[config.mk]
export PLATFORM = sky130hd
export DESIGN_NAME = reg_bank
export DESIGN_NICKNAME = d
export VERILOG_FILES = /design/src/rtl/reg_entry.sv /design/src/rtl/reg_bank.sv
export SDC_FILE = /design/constraint.sdc
export NUM_CORES = 1
export LEC_CHECK = 0
export CAP_MARGIN = 20
export CORE_UTILIZATION = 50
export DETAILED_ROUTE_END_ITERATION = 10
export PLACE_DENSITY = 0.76
export SLEW_MARGIN = 20
export SYNTH_ARGS = -nofsm -noshare
export SYNTH_HDL_FRONTEND = slang
export SYNTH_SLANG_ARGS = --single-unit
[constraint.sdc]
create_clock -name CLK -period 1.5 [get_ports CLK]
set_input_delay 0.3 -clock CLK [delete_from_list [all_inputs] [get_ports CLK]]
set_output_delay 0.3 -clock CLK [all_outputs]
set_load 0.01 [all_outputs]
[src/rtl/reg_entry.sv]
`default_nettype none
// ============================================================================
//  Module      : reg_entry
//  Description : One storage slot of the register bank. It holds a WIDTH-bit
//                data word and its valid flag. The slot takes d_i/v_i on any
//                clock edge where load_i is high. Otherwise it keeps its
//                contents. A low rst_ni at the clock edge clears the slot and
//                overrides load_i.
//  Ports       : clk_i   - clock, state changes on the rising edge
//                rst_ni  - synchronous active-low reset
//                load_i  - capture d_i/v_i this edge
//                d_i     - next data word
//                v_i     - next valid flag
//                q_o     - stored data word
//                v_o     - stored valid flag
//  Revision    : 1.0 - initial release
// ============================================================================
module reg_entry #(
    parameter int WIDTH = 8
) (
    input  logic             clk_i,
    input  logic             rst_ni,
    input  logic             load_i,
    input  logic [WIDTH-1:0] d_i,
    input  logic             v_i,
    output logic [WIDTH-1:0] q_o,
    output logic             v_o
);

    logic [WIDTH-1:0] data_q;
    logic             valid_q;

    always_ff @(posedge clk_i) begin
        if (!rst_ni) begin
            data_q  <= '0;
            valid_q <= 1'b0;
        end else if (load_i) begin
            data_q  <= d_i;
            valid_q <= v_i;
        end
    end

    assign q_o = data_q;
    assign v_o = valid_q;

endmodule
`default_nettype wire

[src/rtl/reg_bank.sv]
`default_nettype none
// ============================================================================
//  Module      : reg_bank
//  Description : A bank of DEPTH entries. Each entry is WIDTH bits wide and
//                has a valid flag. The bank has two registered read ports.
//                Three update operations are available, with this priority:
//                reset, then clear, then shift, then addressed write. Only
//                the highest-priority request acts in a given cycle. The read
//                ports have a bypass: at the clock edge they capture the
//                entry's next-state value, so a write, shift or clear in the
//                same cycle is visible one cycle later.
//  Ports       : CLK     - clock
//                RST_N   - synchronous active-low reset
//                CLR     - clear every entry and valid flag
//                SHIFT   - entry i takes entry i-1; entry 0 takes D (valid)
//                WE      - write D into entry WADDR
//                WADDR   - write address
//                D       - write / shift-in data
//                RADDR0  - read address, port 0
//                RADDR1  - read address, port 1
//                Q0, V0  - registered data / valid, port 0
//                Q1, V1  - registered data / valid, port 1
//  Revision    : 1.0 - initial release
// ============================================================================
module reg_bank #(
    parameter int WIDTH = 8,
    parameter int DEPTH = 4,
    localparam int AW   = $clog2(DEPTH)
) (
    input  logic             CLK,
    input  logic             RST_N,
    input  logic             CLR,
    input  logic             SHIFT,
    input  logic             WE,
    input  logic [AW-1:0]    WADDR,
    input  logic [WIDTH-1:0] D,
    input  logic [AW-1:0]    RADDR0,
    input  logic [AW-1:0]    RADDR1,
    output logic [WIDTH-1:0] Q0,
    output logic [WIDTH-1:0] Q1,
    output logic             V0,
    output logic             V1
);

    // ------------------------------------------------------------------
    // Entry storage: current state (_q) and next state (_d)
    // ------------------------------------------------------------------
    logic [WIDTH-1:0] ent_q  [DEPTH];
    logic [DEPTH-1:0] ent_v_q;
    logic [WIDTH-1:0] ent_d  [DEPTH];
    logic [DEPTH-1:0] ent_v_d;
    logic [DEPTH-1:0] ent_load;

    // When DEPTH is not a power of two, some addresses have no entry.
    // Such addresses ignore writes and read back as zero.
    logic waddr_ok;
    logic raddr0_ok;
    logic raddr1_ok;

    assign waddr_ok  = (int'(WADDR)  < DEPTH);
    assign raddr0_ok = (int'(RADDR0) < DEPTH);
    assign raddr1_ok = (int'(RADDR1) < DEPTH);

    // ------------------------------------------------------------------
    // Next-state / priority logic. Only the highest-priority operation
    // drives the entries. Reset is handled inside each entry and in the
    // read registers, so it overrides everything computed here.
    // ------------------------------------------------------------------
    always_comb begin
        ent_d    = ent_q;
        ent_v_d  = ent_v_q;
        ent_load = '0;

        if (CLR) begin
            for (int i = 0; i < DEPTH; i++) begin
                ent_d[i] = '0;
            end
            ent_v_d  = '0;
            ent_load = '1;
        end else if (SHIFT) begin
            ent_d[0]   = D;
            ent_v_d[0] = 1'b1;
            for (int i = 1; i < DEPTH; i++) begin
                ent_d[i]   = ent_q[i-1];
                ent_v_d[i] = ent_v_q[i-1];
            end
            ent_load = '1;
        end else if (WE && waddr_ok) begin
            ent_d[WADDR]    = D;
            ent_v_d[WADDR]  = 1'b1;
            ent_load[WADDR] = 1'b1;
        end
    end

    // ------------------------------------------------------------------
    // Entry instances
    // ------------------------------------------------------------------
    generate
        for (genvar gi = 0; gi < DEPTH; gi++) begin : g_entry
            reg_entry #(
                .WIDTH (WIDTH)
            ) u_entry (
                .clk_i  (CLK),
                .rst_ni (RST_N),
                .load_i (ent_load[gi]),
                .d_i    (ent_d[gi]),
                .v_i    (ent_v_d[gi]),
                .q_o    (ent_q[gi]),
                .v_o    (ent_v_q[gi])
            );
        end
    endgenerate

    // ------------------------------------------------------------------
    // Read ports. Each port selects from the next-state view of the
    // entries, which gives the write-first bypass.
    // ------------------------------------------------------------------
    logic [WIDTH-1:0] q0_d, q1_d;
    logic             v0_d, v1_d;
    logic [WIDTH-1:0] q0_q, q1_q;
    logic             v0_q, v1_q;

    always_comb begin
        q0_d = '0;
        v0_d = 1'b0;
        q1_d = '0;
        v1_d = 1'b0;
        if (raddr0_ok) begin
            q0_d = ent_d[RADDR0];
            v0_d = ent_v_d[RADDR0];
        end
        if (raddr1_ok) begin
            q1_d = ent_d[RADDR1];
            v1_d = ent_v_d[RADDR1];
        end
    end

    always_ff @(posedge CLK) begin
        if (!RST_N) begin
            q0_q <= '0;
            v0_q <= 1'b0;
            q1_q <= '0;
            v1_q <= 1'b0;
        end else begin
            q0_q <= q0_d;
            v0_q <= v0_d;
            q1_q <= q1_d;
            v1_q <= v1_d;
        end
    end

    assign Q0 = q0_q;
    assign V0 = v0_q;
    assign Q1 = q1_q;
    assign V1 = v1_q;

endmodule
`default_nettype wire

==> impl_metrics.yaml, run 1 <==
run_status:
  status: "completed"
timing:
  period_minus_slack_ps: 1481
  slew_viol_final: 0
  whs_ps: 546.3
  layout_setup_ws_ps: 19.24
  finalCritPeriodShare_pct: 98.72
  hold_viol: 0
  clock_skew_ps: 11.79
  worst_pin_slew_ps: 425.3
  setup_tns_ps: 0
  slew_headroom_pct: 71.35
  fmax_ghz: 0.6753
  setup_violations: 0
worst_hold_path:
  hp-start: "g_entry[0].u_entry.v_o"
  hold_class: "reg2reg"
setup_path:
  slowest_delay_ps: 340
  crit_type: "in2reg"
  required_ps: 1730
  critPathMaxFanout: 13
  r2r_slack_ps: 180
  crit_chain: "dlygate4sd2_1 -> buf_12 -> buf_12 -> nor3_4 -> a22o_1 -> a21oi_2 -> a31oi_1"
  cp-start-kind: "input pin"
  startpoint: "CLR"
  worstPathArrival_ps: 1710
  r2r-start: "g_entry[1].u_entry.v_o"
  crit_path_end: "Q0[2]"
  slowest_stage: "nor3_4"
  rr_worst_depth: 4
  reg2reg_to: "V0"
  worst_path_most_repeated_cell: "buf_12"
  end_kind: "flop"
grt:
  grt_pass1_wl_mm: 15.45
  antenna_found_initial: 0
  gr-total-overflow: 0
  grtUsageTotal_pct: 32.03
  grt_max_degree: 17
  grt_pass1_vias: 3204
route:
  met1_length_mm: 3.890
  top_layer: "met4"
  drt_pass1_iterations: 5
  drt_iter0_drc: 373
  drtAntennaViolNets: 0
  post_drt_wl_per_cell_um: 17.71
  drc: 0
  met2_length_mm: 4.582
  via_per_inst: 6.076
  wirelength_mm: 9.562
  wl_met3_um: 841
  vias: 3281
pwr:
  p_leak_nw: 1.854
  power.density_mw_per_mm2: 739.7
  ir_worst_vdd_v: 0.0004676
cells_and_area:
  final_core_util_pct: 76.03
  diodes: 0
  final_layout_size_suffix_gt1_share_pct: 33.97
  n_fill_cell: 383
  design_area_mm2: 0.004289
  layout_common_cells: "buf_4, dfxtp_1, nor2_1"
  final_common_cell: "buf_4"
  num-nets-final: 486
  area.growth.synth_to_final_pct: 43.31
synth:
  ys.warnings.count: 0
  synthArstFlopShare_pct: 0
  synth_edf_count: 0
  avgSynthCellArea_um2: 8.502
  synth_top_cell_area_share_pct: 36.12
  netlist_instances: 352
  ys.flop_type: "dfxtp_1"
  synth-seq-cells: 54
  synth_area_leaders: "dfxtp_1, nor2_1, nand2_1"
  syn-cell-area_mm2: 0.002993
  synth_nets: 371
  ys_seq_area_share_pct: 36.12
  synth_top_area_cell: "dfxtp_1"
  synth.distinct_cells: 65
clock_network:
  htreeDepth: 2
  clockBufferDepth: 2
  cts_buffers: 5
  clk_latency_ps: 320
  path_clk_slew_ps: 100
  cts.sinks: 54
  cts_tree: "yes"
  cts_hold_buf: 0
  root_buffer: "clkbuf_8"
floorplan:
  die_w_um: 79.37
  die_height_um: 79.37
  dieArea_mm2: 0.006299
  boundaryPins: 37
  rows: 27
  start_util_pct: 53.05
  core_mm2: 0.005642
placed_design:
  post_dp_cell_area_mm2: 0.004010
  gp_congestion: 0.9018
  hpwl_mm: 6.879
  post-place-ws_ps: -743.5
  placement.io_buffers: 36
job:
  cap_violations: 0
==> synth_stat cells (2+ instances only) <==
library cell / n
nor2b_1: 12
clkbuf_1: 12
a211oi_1: 3
mux2i_1: 9
and3_1: 6
nor2_1: 48
o311ai_0: 4
and4_1: 4
o21ai_0: 13
a32o_1: 3
nand4_1: 4
a21oi_1: 13
a221oi_2: 6
buf_6: 5
mux2_2: 4
nor3_1: 16
dfxtp_1: 54
nor3_2: 3
a221oi_1: 5
inv_1: 10
o211ai_1: 2
buf_2: 9
and2_1: 10
a221o_1: 2
nand3_1: 6
or3_1: 2
nand2_1: 30
a311oi_1: 3
mux2i_4: 2
nand2b_1: 6
and3b_1: 3
o211a_1: 2
o2bb2ai_1: 2
a22oi_1: 8
==> state kept, by name (all words and copies together), names as in the netlist <==
| register | count |
|---|---|
| Q1 | 8 |
| Q0 | 8 |
| g_entry.u_entry.v_o | 4 |
| g_entry.u_entry.q_o | 32 |
| V0 | 1 |
| V1 | 1 |
==> final cells by class <==
type / instances / area, µm² / share of cell area (%)
clock buffer: 6 / 72.57 / 1.692
clock inverter: 2 / 13.76 / 0.3209
tap: 72 / 90.09 / 2.100
multi-input combinational: 260 / 1819 / 42.42
timing repair buffer: 136 / 1175 / 27.39
sequential: 54 / 1081 / 25.20
inverter: 10 / 37.54 / 0.8751
==> where the power goes <==
part / switching (mW) / internal (mW) / leakage (nW)
clock network: 0.491 / 0.331 / 0.0452
logic: 0.410 / 0.419 / 1.37
registers: 0.0311 / 1.49 / 0.441
total: 0.932 / 2.24 / 1.85
==> stage by stage <==
stage,instances,power (mW)
CTS,538,3.136
global placement,523,2.289
finish,540,3.173
detailed placement,523,2.305
floorplan,352,1.920
global route,540,3.290
==> worst max-delay path, delay by kind of cell <==
family                 cells  cell delay [ps]
AND/OR/NAND/NOR            1              340
buffers and inverters      3              530
AO/OA/AOI/OAI              3              530
==> layer usage <==
metal	vias to the layer above	track usage (%)
li1	1504	-
met1	1567	39.38
met2	181	53.62
met3	29	6.437
met4	0	14.55
met5	-	0
==> worst min path at each step <==
| stage | to | slack [ps] | cells after the start |
|---|---|---|---|
| finish | g_entry[0].u_entry.v_o | 550 | 2 |
| floorplan | Q0[5] | 410 | 2 |
| global route | g_entry[0].u_entry.q_o[7] | 570 | 3 |
| CTS | g_entry[0].u_entry.q_o[7] | 530 | 3 |
| detailed placement | g_entry[0].u_entry.v_o | 530 | 2 |
| global placement | g_entry[0].u_entry.v_o | 500 | 2 |
==> what timing repair did <==
item / 4_1_cts / 5_1_grt
setup endpoints to repair: 49 / 25
resized for setup: 34 / 23
pin swaps: 14 / 10
buffers inserted: 7 / 2
==> cells by family (layout without fill, tap and decap cells) <==
kind of cell / after synthesis / in the layout / share of synthesized area [%]
XOR/XNOR: 1 / 1 / 0.2927
AND/OR/NAND/NOR: 156 / 156 / 26.59
multiplexers: 17 / 17 / 6.981
flip-flops: 54 / 54 / 36.12
AO/OA/AOI/OAI: 86 / 86 / 23.50
buffers and inverters: 38 / 154 / 6.521
No activity file was read; power rests on OpenSTA's default activity.
==> inputs of run 2 (changes only) <==
Settings changed: CORE_UTILIZATION 50 to 56, PLACE_DENSITY 0.76 to 0.8, SKIP_CTS_REPAIR_TIMING set to 1.
Clock period 1.5 ns to 1.6 ns, I/O delays scaled along.
==> run 2 against run 1 <==
  * The run now ends with negative setup slack left
  * Sequential cell count stayed put
  * Sequential power down 6%
  * Clock power is 12% higher
  * Worst setup slack got worse by 65 ps
  * Routed wire length up 0.56%
  * Critical path type unchanged
  * Critical endpoint is now Q1[0]
==> impl_metrics.yaml, run 2 (synthesized netlist as in run 1, its figures left out) <==
timing:
  slew_headroom_pct: 69.56
  setup_violations: 2
  layout_setup_ws_ps: -45.80
  setup_tns_ps: -47.69
  slew_viol_final: 0
  hold_viol: 0
  clock_skew_ps: 3.181
  period_minus_slack_ps: 1646
  fmax_ghz: 0.6076
  worst_pin_slew_ps: 456.6
  finalCritPeriodShare_pct: 102.9
grt:
  grtUsageTotal_pct: 33.26
  antenna_found_initial: 0
  grt_pass1_wl_mm: 13.97
  grt_pass1_vias: 2851
  grt_max_degree: 23
  gr-total-overflow: 0
pwr:
  power.density_mw_per_mm2: 737.3
  pwr-share-seq_pct: 46.0
  intPower_mw: 2.240
  sw_frac_of_total_pct: 27.81
  p_leak_nw: 1.779
  p_switching_mw: 0.8629
  ir_worst_vdd_v: 0.0004884
  comb_power_share_pct: 24.2
  clkPwrFrac_pct: 29.8
clock_network:
  cts_tree: "yes"
  path_clk_slew_ps: 100
  cts_buffers: 5
  clockBufferDepth: 2
  root_buffer: "clkbuf_8"
  cts.sinks: 54
  htreeDepth: 2
  clk_latency_ps: 310
floorplan:
  rows: 26
  die_w_um: 75.11
  dieArea_mm2: 0.005641
  start_util_pct: 58.23
  die_height_um: 75.11
  core_mm2: 0.005140
  boundaryPins: 37
route:
  drtAntennaViolNets: 0
  vias: 3270
  drc: 0
  drt_pass1_iterations: 5
  via_per_inst: 6.170
  drt_iter0_drc: 371
  wirelength_mm: 9.616
  post_drt_wl_per_cell_um: 18.14
cells_and_area:
  layout_common_cells: "buf_4, dfxtp_1, nor2_1"
  final_common_cell: "buf_4"
  instances_no_fill: 530
  diodes: 0
  num-nets-final: 478
  final_layout_size_suffix_gt1_share_pct: 31.52
  largest_reg_flops: 32
  final_core_util_pct: 81.89
  area.growth.synth_to_final_pct: 40.64
  design_area_mm2: 0.004209
placed_design:
  hpwl_mm: 6.648
  gp_congestion: 0.9704
  dp.cells: 519
  placement.io_buffers: 36
  post_dp_cell_area_mm2: 0.003968
  post-place-ws_ps: -659.4
setup_path:
  worstPathArrival_ps: 1850
  required_ps: 1800
  end_kind: "flop"
  crit_type: "in2reg"
  cp-start-kind: "input pin"
  critPathMaxFanout: 6
worst_hold_path:
  hold_class: "in2reg"
job:
  cap_violations: 0
run_status:
  violations: "negative setup slack"
  status: "finished with violations"
==> run 2: cell types whose count changed in the layout (fill, tap and decap cells not counted), moves of 3 or more <==
cell | before | now
clkdlybuf4s50_1 | 19 | 28
dlygate4sd2_1 | 7 | 0
buf_12 | 5 | 1
a21oi_1 | 9 | 12
a21oi_2 | 4 | 1
buf_2 | 3 | 0
buf_4 | 91 | 88
nor2b_2 | 0 | 3
==> run 2: path summary, 6_finish.rpt <==
kind                                                 from                         to  slack, ps  cells past startpoint
worst max-delay path                             WADDR[1]                      Q1[0]        -50                      6
worst max register to register  g_entry[3].u_entry.q_o[5]                      Q0[5]        250                      5
worst min-delay path                                RST_N  g_entry[0].u_entry.q_o[6]        530                      3
worst min register to register     g_entry[0].u_entry.v_o     g_entry[0].u_entry.v_o        530                      2
==> run 2: stage by stage <==
| stage | total power, mW | hold slack (ps) |
|---|---|---|
| after floorplan | 1.798 | 431.5 |
| after global placement | 2.137 | 504.5 |
| after detailed placement | 2.149 | 511.8 |
| after CTS | 3.062 | 525.3 |
| after global routing | 3.218 | 517.9 |
| final | 3.103 | 526.8 |
==> run 2: metal layers <==
layer | vias to the layer above | part of all wire (%) | track usage, %
met1 | 1548 | 42 | 44.62
met4 | 0 | 4.7 | 12.37
met3 | 45 | 7.7 | 4.552
met5 | - | 0 | 0
met2 | 187 | 45 | 54.45
li1 | 1490 | - | -
==> run 2: final cells by class <==
| cell class | instances | area, µm² |
|---|---|---|
| clock buffers | 6 | 72.57 |
| well taps | 70 | 87.58 |
| clock inverters | 2 | 37.54 |
| flip-flops and latches | 54 | 1081 |
| multi-input cells | 260 | 1798 |
| inverters | 10 | 37.54 |
| repair buffers | 128 | 1095 |
| fillers | 342 | 930.9 |
==> run 2: critical path: stages <==
cell and delay, ps:
dlymetal6s2s_1 180, and3b_2 360, mux2_2 370, mux2i_2 210
o311ai_1 150, and4_1 250
==> run 2: power by group through the flow <==
| stage | combinational (mW) | sequential [mW] | clock (mW) |
|---|---|---|---|
| 5_1_grt | 0.793 | 1.43 | 0.990 |
| 3_3_place_gp | 0.681 | 1.46 | 0 |
| 3_5_place_dp | 0.693 | 1.46 | 0 |
| 2_1_floorplan | 0.335 | 1.46 | 0 |
| 6_report | 0.751 | 1.43 | 0.924 |
| 4_1_cts | 0.699 | 1.43 | 0.937 |
